==> config.mk <==
export PLATFORM = sky130hd
export DESIGN_NAME = uart_tx_fifo
export DESIGN_NICKNAME = d
export VERILOG_FILES = /design/src/rtl/uart_pkg.sv /design/src/rtl/uart_fifo_ram.sv /design/src/rtl/uart_tx_fifo.sv
export SDC_FILE = /design/constraint.sdc
export NUM_CORES = 1
export LEC_CHECK = 0
export BUFFER_PORTS_ARGS = -buffer_cell sky130_fd_sc_hd__buf_4
export CAP_MARGIN = 40
export CORE_MARGIN = 3
export CORE_UTILIZATION = 25
export CTS_BUF_LIST = sky130_fd_sc_hd__clkbuf_4 sky130_fd_sc_hd__clkbuf_8
export CTS_CLUSTER_SIZE = 30
export DETAILED_ROUTE_END_ITERATION = 16
export GPL_TIMING_DRIVEN = 0
export HOLD_SLACK_MARGIN = 0.08
export MAX_ROUTING_LAYER = met4
export PLACE_DENSITY = 0.42
export SETUP_SLACK_MARGIN = 0.15
export SLEW_MARGIN = 25
export SYNTH_ARGS = -nofsm -noshare
export SYNTH_HDL_FRONTEND = slang
export SYNTH_SLANG_ARGS = --single-unit
==> constraint.sdc <==
create_clock -name clk -period 8.05 [get_ports clk]
set_clock_uncertainty 0.1 [all_clocks]
set_input_delay 0.805 -clock clk [delete_from_list [all_inputs] [get_ports clk]]
set_output_delay 0.805 -clock clk [all_outputs]
set_load 0.05 [all_outputs]
==> src/rtl/uart_pkg.sv <==
// uart_pkg: shared byte width, default FIFO depth and sequencer state encoding
// for the UART transmit FIFO.
package uart_pkg;

    localparam int BYTE_W    = 8;
    localparam int DEF_DEPTH = 16;

    typedef enum logic [1:0] {
        IDLE = 2'd0,
        LOAD = 2'd1,
        WAIT = 2'd2
    } txf_state_t;

endpackage

==> src/rtl/uart_fifo_ram.sv <==
// uart_fifo_ram: DEPTH x BYTE_W byte storage with a synchronous write port
// and a combinational read port.
module uart_fifo_ram
    import uart_pkg::*;
#(
    parameter int DEPTH  = DEF_DEPTH,
    parameter int ADDR_W = $clog2(DEPTH)
) (
    input  logic              clk,
    input  logic              i_we,
    input  logic [ADDR_W-1:0] i_waddr,
    input  logic [BYTE_W-1:0] i_wdata,
    input  logic [ADDR_W-1:0] i_raddr,
    output logic [BYTE_W-1:0] o_rdata
);

    logic [BYTE_W-1:0] r_mem [DEPTH];

    always_ff @(posedge clk) begin
        if (i_we)
            r_mem[i_waddr] <= i_wdata;
    end

    assign o_rdata = r_mem[i_raddr];

endmodule

==> src/rtl/uart_tx_fifo.sv <==
// uart_tx_fifo: byte FIFO plus send sequencer feeding a UART transmitter.
// Optional UART_TX_FIFO_FLUSH_EN adds a synchronous flush input.
module uart_tx_fifo
    import uart_pkg::*;
#(
    parameter int DEPTH  = DEF_DEPTH,
    parameter int ADDR_W = $clog2(DEPTH)
) (
    input  logic              clk,
    input  logic              rstN,
    input  logic              wrEn,
    input  logic [BYTE_W-1:0] wrData,
    output logic              full,
    output logic              empty,
    output logic [ADDR_W:0]   count,
    output logic              overflow,
    input  logic              clrOvf,
    output logic              start,
    output logic [BYTE_W-1:0] txIn,
    input  logic              txDone,
`ifdef UART_TX_FIFO_FLUSH_EN
    input  logic              flush,
`endif
    output logic              busy
);

    localparam logic [ADDR_W:0] FULL_CNT = (ADDR_W+1)'(DEPTH);

    txf_state_t        r_state;
    logic [ADDR_W-1:0] r_wr_ptr;
    logic [ADDR_W-1:0] r_rd_ptr;
    logic [ADDR_W:0]   r_count;
    logic              r_ovf;
    logic              r_start;
    logic              r_busy;
    logic              r_done_q;
    logic [BYTE_W-1:0] r_tx_byte;

    logic              w_flush;
    logic              w_push;
    logic              w_pop;
    logic              w_done_rise;
    logic [BYTE_W-1:0] w_rd_data;

`ifdef UART_TX_FIFO_FLUSH_EN
    assign w_flush = flush;
`else
    assign w_flush = 1'b0;
`endif

    // full/empty come from the registered count, so a same-cycle pop never frees a slot
    assign full        = r_count == FULL_CNT;
    assign empty       = r_count == '0;
    assign w_push      = wrEn & ~full & ~w_flush;
    assign w_pop       = (r_state == IDLE) & ~empty & ~w_flush;
    assign w_done_rise = txDone & ~r_done_q;

    assign count    = r_count;
    assign overflow = r_ovf;
    assign start    = r_start;
    assign busy     = r_busy;
    assign txIn     = r_tx_byte;

    uart_fifo_ram #(
        .DEPTH  (DEPTH),
        .ADDR_W (ADDR_W)
    ) u_ram (
        .clk     (clk),
        .i_we    (w_push),
        .i_waddr (r_wr_ptr),
        .i_wdata (wrData),
        .i_raddr (r_rd_ptr),
        .o_rdata (w_rd_data)
    );

    always_ff @(posedge clk or negedge rstN) begin
        if (!rstN) begin
            r_wr_ptr <= '0;
            r_rd_ptr <= '0;
            r_count  <= '0;
            r_ovf    <= 1'b0;
            r_done_q <= 1'b0;
        end else begin
            r_done_q <= txDone;
            if (w_flush)
                r_wr_ptr <= r_rd_ptr;
            else if (w_push)
                r_wr_ptr <= r_wr_ptr + ADDR_W'(1);
            if (w_pop)
                r_rd_ptr <= r_rd_ptr + ADDR_W'(1);
            r_count <= w_flush ? '0 : r_count + (ADDR_W+1)'(w_push) - (ADDR_W+1)'(w_pop);
            // a dropped write beats a simultaneous clear
            r_ovf   <= (wrEn & full & ~w_flush) | (r_ovf & ~clrOvf);
        end
    end

    always_ff @(posedge clk or negedge rstN) begin
        if (!rstN) begin
            r_state   <= IDLE;
            r_start   <= 1'b0;
            r_busy    <= 1'b0;
            r_tx_byte <= '0;
        end else begin
            case (r_state)
                IDLE: begin
                    if (w_pop) begin
                        r_state   <= LOAD;
                        r_start   <= 1'b1;
                        r_busy    <= 1'b1;
                        r_tx_byte <= w_rd_data;
                    end
                end
                LOAD: begin
                    r_state <= WAIT;
                    r_start <= 1'b0;
                end
                WAIT: begin
                    if (w_done_rise) begin
                        r_state <= IDLE;
                        r_busy  <= 1'b0;
                    end
                end
                default: begin
                    r_state <= IDLE;
                    r_start <= 1'b0;
                    r_busy  <= 1'b0;
                end
            endcase
        end
    end

endmodule

==> metrics.cfg, run 1 <==
[synth]
synth_top_cell_by_area=edfxtp_1
ys_seq_elements=155
synth.top_cells.by_count=128 x edfxtp_1, 32 x mux4_2, 27 x dfrtp_1, 14 x inv_1
yosysTopAreaCellShare_pct=61.5
syn_area_mm2=0.00625
synth.most_common_cell=edfxtp_1
synth_fp_nets=347
synthTopCellsByArea=edfxtp_1 61%, mux4_2 12%, dfrtp_1 11%
synth_edf_count=128
synth_warnings=0
postSynth.asyncResetShare_pct=17.4
synthFlopType=edfxtp_1
synth_area_per_cell_um2=19.4
synthCells=322
yosysSeqAreaShare_pct=72.3
yosysUniqueCellTypes=39

[clock_network]
clkSinkCount=155
cts_setup_buffers=0
ctsHoldBuffers=0
cts_resized=0
clk_pin_slew_ns=0.09
cts_tree=built
cts_made_buffers=17
cts_root_buffer=clkbuf_8
cts_max_level=4
cts_buffer_depth=2
clk_latency_ns=0.44

[power]
ir_drop_v=0.000173
p_leak_nw=2.51
power_density_mw_per_mm2=373

[finish]
insertedDiodeCount=0
final_layout_size_suffix_gt1_share_pct=32.7
nets=403
fin_area_mm2=0.00735
area_growth_pct=17.5

[placed_design]
hpwl_mm=9.68
dp_slack_ns=5.00
globalplace.congestion=0.727
numPortBuffers=30
place_area_mm2=0.00694

[critical_path]
arrival_ns=3.28
worstPathRequired_ns=8.29
r2r_end=count[4]
critical_path.max_fanout=10
critPathMostFrequentCell=ha_1
crit_slowest_cell=or4b_4
path_cells=inv_1, ha_1, or4b_4, inv_2, nor3_2, buf_6, ha_1, inv_1, ha_1, fa_1, a21oi_1, o21bai_1, xnor2_1
crit_end=count[4]
crit_start=count[2]
start_kind=flip-flop
ff2ff_path_depth=13
cp-end-kind=flip-flop
slowest_delay_ns=0.51
rr_startpoint=count[2]
r2r_slack_ns=5.01
critical_path_class=reg -> reg

[grt]
grt_use_met1_pct=16.7
antenna_found_initial=0
grt_use_total_pct=11.9
first_global_vias=3266
grt.busiest_layer=met2
grtUsageMet3_pct=2.85
met2_usage_pct=17.0
gr-total-overflow=0
grt_pass1_wl_mm=21.9
grt_max_degree=28

[route]
drc=0
dr.pass1.iters=4
viasPerCell=4.32
first_iter_violations=148
via_count=3088
wl_per_cell_um=20.4
routed_wirelength_mm=14.6
ant_nets=0

[floorplanning]
core_mm2=0.0245
fp.dieW_um=164
ios=31
initial_core_util_pct=25.6
dieArea_mm2=0.0270
rows=57
die_h_um=164

[sta]
worst_slew_pin_slew_ns=0.832
whs_ns=0.167
max_freq_ghz=0.329
fin_ws_ns=5.01
finalCritPeriodShare_pct=37.8
finalHoldViolations=0
finalCriticalPeriod_ns=3.04
rsz0062_at_grt=no
finalSetupViolations=0
relSlewSlack_pct=44.3
final_max_slew_viol_count=0
setup-tns-final_ns=0

[status]
status=completed

[worst_hold_path]
hp-class=in -> async

[job]
drv_cap=0

==> where the power goes <==
part	internal [mW]	switching, mW
combinational	0.432	0.637
sequential	1.00	0.0761
clock	0.281	0.312
total	1.72	1.03
==> how the worst min path moves through the flow <==
stage          startpoint     endpoint  slack (ns)  depth (start not counted)
6_report             rstN     overflow        0.17                          1
5_1_grt              rstN     overflow        0.16                          1
4_1_cts              rstN  r_wr_ptr[0]        0.16                          1
3_5_place_dp         busy         busy        0.40                          1
3_3_place_gp        start        start        0.40                          2
2_1_floorplan        rstN         busy        0.41                          0
==> placed cells by master (no fill, tap or decap), types with 2 or more instances in the layout <==
cell        instances
xnor2_1             6
nand2b_1            2
inv_6               7
mux2i_1             9
edfxtp_1          128
buf_6               4
mux2_2              2
a221oi_2            8
inv_1              14
bufinv_16           2
xor2_1              4
nor3_2              5
buf_4              38
clkbuf_8           17
clkinvlp_4          3
a21oi_1            11
dfrtp_1            27
buf_1               2
buf_2               3
and2_1              9
nand4_1             2
nand3_1             4
o22ai_1             8
nand2_1             3
nor2_1              6
ha_1               11
clkbuf_1            5
mux4_2             32
==> cell type report <==
type                       count  area [um2]
fill                        2393       17100
sequential                   155        4520
multi-input combinational    136        1600
tap                          324         405
timing repair buffer          37         275
clock buffer                  17         234
clock inverter                15         161
buffer                        16         101
inverter                      15        56.3
==> layer usage <==
metal / wire length, um / vias up
met1: 7000 / 1628
met3: 564 / 12
met4: 196 / 0
li1: - / 1397
met5: 0 / -
met2: 6800 / 51
==> worst max-delay path, delay by kind of cell (launching register included) <==
kind	cells	cell delay (ns)
adder cells (fa/ha/maj)	4	1.05
AND/OR/NAND/NOR	2	0.57
flip-flops	1	0.42
buffers and inverters	4	0.41
AO/OA/AOI/OAI	2	0.25
XOR/XNOR	1	0.13
==> state kept, by name, summed over array words and instances (netlist names) <==
| name | flops |
|---|---|
| txIn | 8 |
| busy | 1 |
| r_state | 2 |
| r_done_q | 1 |
| start | 1 |
| r_rd_ptr | 4 |
| overflow | 1 |
| u_ram.r_mem | 128 |
| r_wr_ptr | 4 |
| count | 5 |
==> metrics by stage <==
| step | util, % | power [mW] | cells |
|---|---|---|---|
| CTS | 30.0 | 2.78 | 712 |
| global route | 30.0 | 2.90 | 715 |
| detailed placement | 28.4 | 2.19 | 680 |
| finish | 30.0 | 2.74 | 715 |
| global placement | 28.1 | 2.17 | 676 |
| floorplan | - | 1.84 | 322 |
==> cells by family (layout without fill, tap and decap cells) <==
family | Yosys count | count (layout) | synth area share (%)
DFF | 155 | 155 | 72.3
adders and majority gates | 12 | 12 | 2.52
buffers and inverters | 31 | 100 | 2.52
xor gates and xnor gates | 10 | 10 | 1.40
AOI/OAI and AO/OA | 32 | 32 | 4.18
and+or+nand+nor | 39 | 39 | 3.80
muxes | 43 | 43 | 13.3
No activity file was read; power rests on OpenSTA's default activity.
==> run 2: changes to the inputs <==
- PLACE_DENSITY: 0.42 -> 0.44
- clock period: 8.05 -> 2.62 ns (I/O delays scaled with it)
==> metrics.cfg, run 2 (synthesis gave the netlist of run 1 again) <==
[sta]
relSlewSlack_pct=43.5  ; -0.76 points
final_max_slew_viol_count=0  ; unchanged
whs_ns=0.181  ; +0.0134 ns
finalSetupViolations=2  ; +2
finalHoldViolations=0  ; unchanged
finalCritPeriodShare_pct=105  ; +67 points
fin_ws_ns=-0.122  ; -5.13 ns
rsz0062_at_grt=yes
worst_slew_pin_slew_ns=0.848  ; +0.0159 ns
max_freq_ghz=0.365  ; +11%
finalCriticalPeriod_ns=2.74  ; -0.301 ns

[route]
routed_wirelength_mm=14.3  ; -1.7%
ant_nets=0  ; unchanged
wl_per_cell_um=19.4  ; -4.6%
via_count=3163  ; +2.4%
dr.pass1.iters=4  ; unchanged
first_iter_violations=215  ; +45%
drc=0  ; unchanged
viasPerCell=4.29  ; -0.63%

[finish]
fin_area_mm2=0.00762  ; +3.6%
final_core_util_pct=31.1  ; +1.1 points
final_common_cell=edfxtp_1
largest_reg_flops=128  ; unchanged
final_layout_size_suffix_gt1_share_pct=36.8  ; +4.1 points
final_cell_mix=128 x edfxtp_1, 47 x buf_4, 32 x mux4_2
area_growth_pct=21.8
top_register=u_ram.r_mem
insertedDiodeCount=0  ; unchanged
nets=426  ; +5.7%

[placed_design]
place_area_mm2=0.00699  ; +0.74%
hpwl_mm=9.37  ; -3.2%
numPortBuffers=30  ; unchanged
globalplace.congestion=0.727  ; about the same
dp_slack_ns=-0.280  ; -5.28 ns

[grt]
grt.busiest_layer=met2
grt_pass1_wl_mm=21.2  ; -3.1%
first_global_vias=3421  ; +4.7%
grt_use_met1_pct=14.8  ; -1.8 points
grt_max_degree=28  ; unchanged
grt_use_total_pct=11.5  ; -0.36 points
grtUsageMet3_pct=3.38  ; +0.53 points
gr-total-overflow=0  ; unchanged
antenna_found_initial=0  ; unchanged
met2_usage_pct=17.9  ; +0.88 points

[worst_hold_path]
hp-class=in -> async

[floorplanning]
rows=57  ; unchanged
die_h_um=164  ; unchanged
ios=31  ; unchanged
initial_core_util_pct=25.6  ; unchanged
dieArea_mm2=0.0270  ; unchanged
core_mm2=0.0245  ; unchanged
fp.dieW_um=164  ; unchanged

[critical_path]
start_kind=flip-flop
cp-end-kind=flip-flop
critical_path_class=reg -> reg
worstPathRequired_ns=2.85  ; -5.44 ns
critical_path.max_fanout=2  ; -8
arrival_ns=2.97  ; -0.31 ns

[status]
failed_checks=setup timing
status=complete, but fails checks

[clock_network]
cts_root_buffer=clkbuf_8
clkSinkCount=155  ; unchanged
clk_pin_slew_ns=0.08  ; about the same
cts_made_buffers=17  ; unchanged
cts_tree=built
cts_buffer_depth=2  ; unchanged
cts_max_level=4  ; unchanged
clk_latency_ns=0.45  ; about the same

[power]
ir_drop_v=0.000497  ; +190%
p_leak_nw=2.62  ; +4.4%
power_density_mw_per_mm2=1130  ; +200%

[job]
drv_cap=0  ; unchanged

## run 2: cell count changes in the layout (fill, tap and decap cells not counted), moves of 3 or more
cell and change:
and2_1 -3, and2_2 +3, buf_4 +9, dlygate4sd3_1 +13, ha_1 -3, ha_4 +3
inv_1 -4, inv_2 +3, inv_6 -4, inv_8 +3
## run 2: what timing repair did
action / in CTS / in global routing
gates resized for setup: 4 / 1
setup buffers: 9 / 1
hold endpoints to repair: 146 / 0
pin swaps: 4 / 3
hold buffers: 13 / 0
endpoints found under the setup margin: 32 / 12
## run 2: area by class of cell
cell class | instances | area, um2
clock inverters | 13 | 143
flip-flops and latches | 155 | 4520
clock buffers | 18 | 241
repair buffers | 60 | 480
fillers | 2410 | 16800
plain buffers | 16 | 101
well taps | 324 | 405
multi-input cells | 136 | 1660
inverters | 15 | 63.8
## run 2: final timing paths
path	start	endpoint	slack, ns	cells after the start
max	count[2]	count[4]	-0.12	13
min	rstN	count[4]	0.18	2
max reg2reg	count[2]	count[4]	-0.12	13
min reg2reg	start	start	0.41	2
max in group asynchronous	rstN	count[2]	1.95	2
min in group clk	txDone	r_done_q	0.38	2
## run 2: metrics by stage
step                total power [mW]  cells  setup TNS, ns
floorplan                       5.75    322         -0.582
global placement                6.73    676         -13.59
detailed placement              6.80    680         -0.382
CTS                             8.71    733         -0.167
global route                    9.11    737         -0.354
finish                          8.62    737         -0.186
## run 2: power breakdown
group / leakage, nW / switching [mW] / internal, mW
Combinational: 0.958 / 2.00 / 1.50
Clock: 0.196 / 0.921 / 0.864
Sequential: 1.47 / 0.251 / 3.09
Total: 2.62 / 3.17 / 5.45
## run 2: layer usage
metal	up-vias	share of wire, %
li1	1440	-
met1	1659	47
met2	58	48
met3	6	4.1
met4	0	0.96
met5	-	0
## run 2: worst max-delay path: stages, from the launching register on
cell      delay (ns)
dfrtp_2         0.41
inv_2           0.08
ha_4            0.13
or4b_4          0.51
inv_8           0.08
nor3_4          0.04
buf_6           0.13
ha_4            0.25
inv_2           0.04
ha_4            0.16
fa_2            0.37
a21oi_2         0.12
o21bai_1        0.08
xnor2_1         0.13
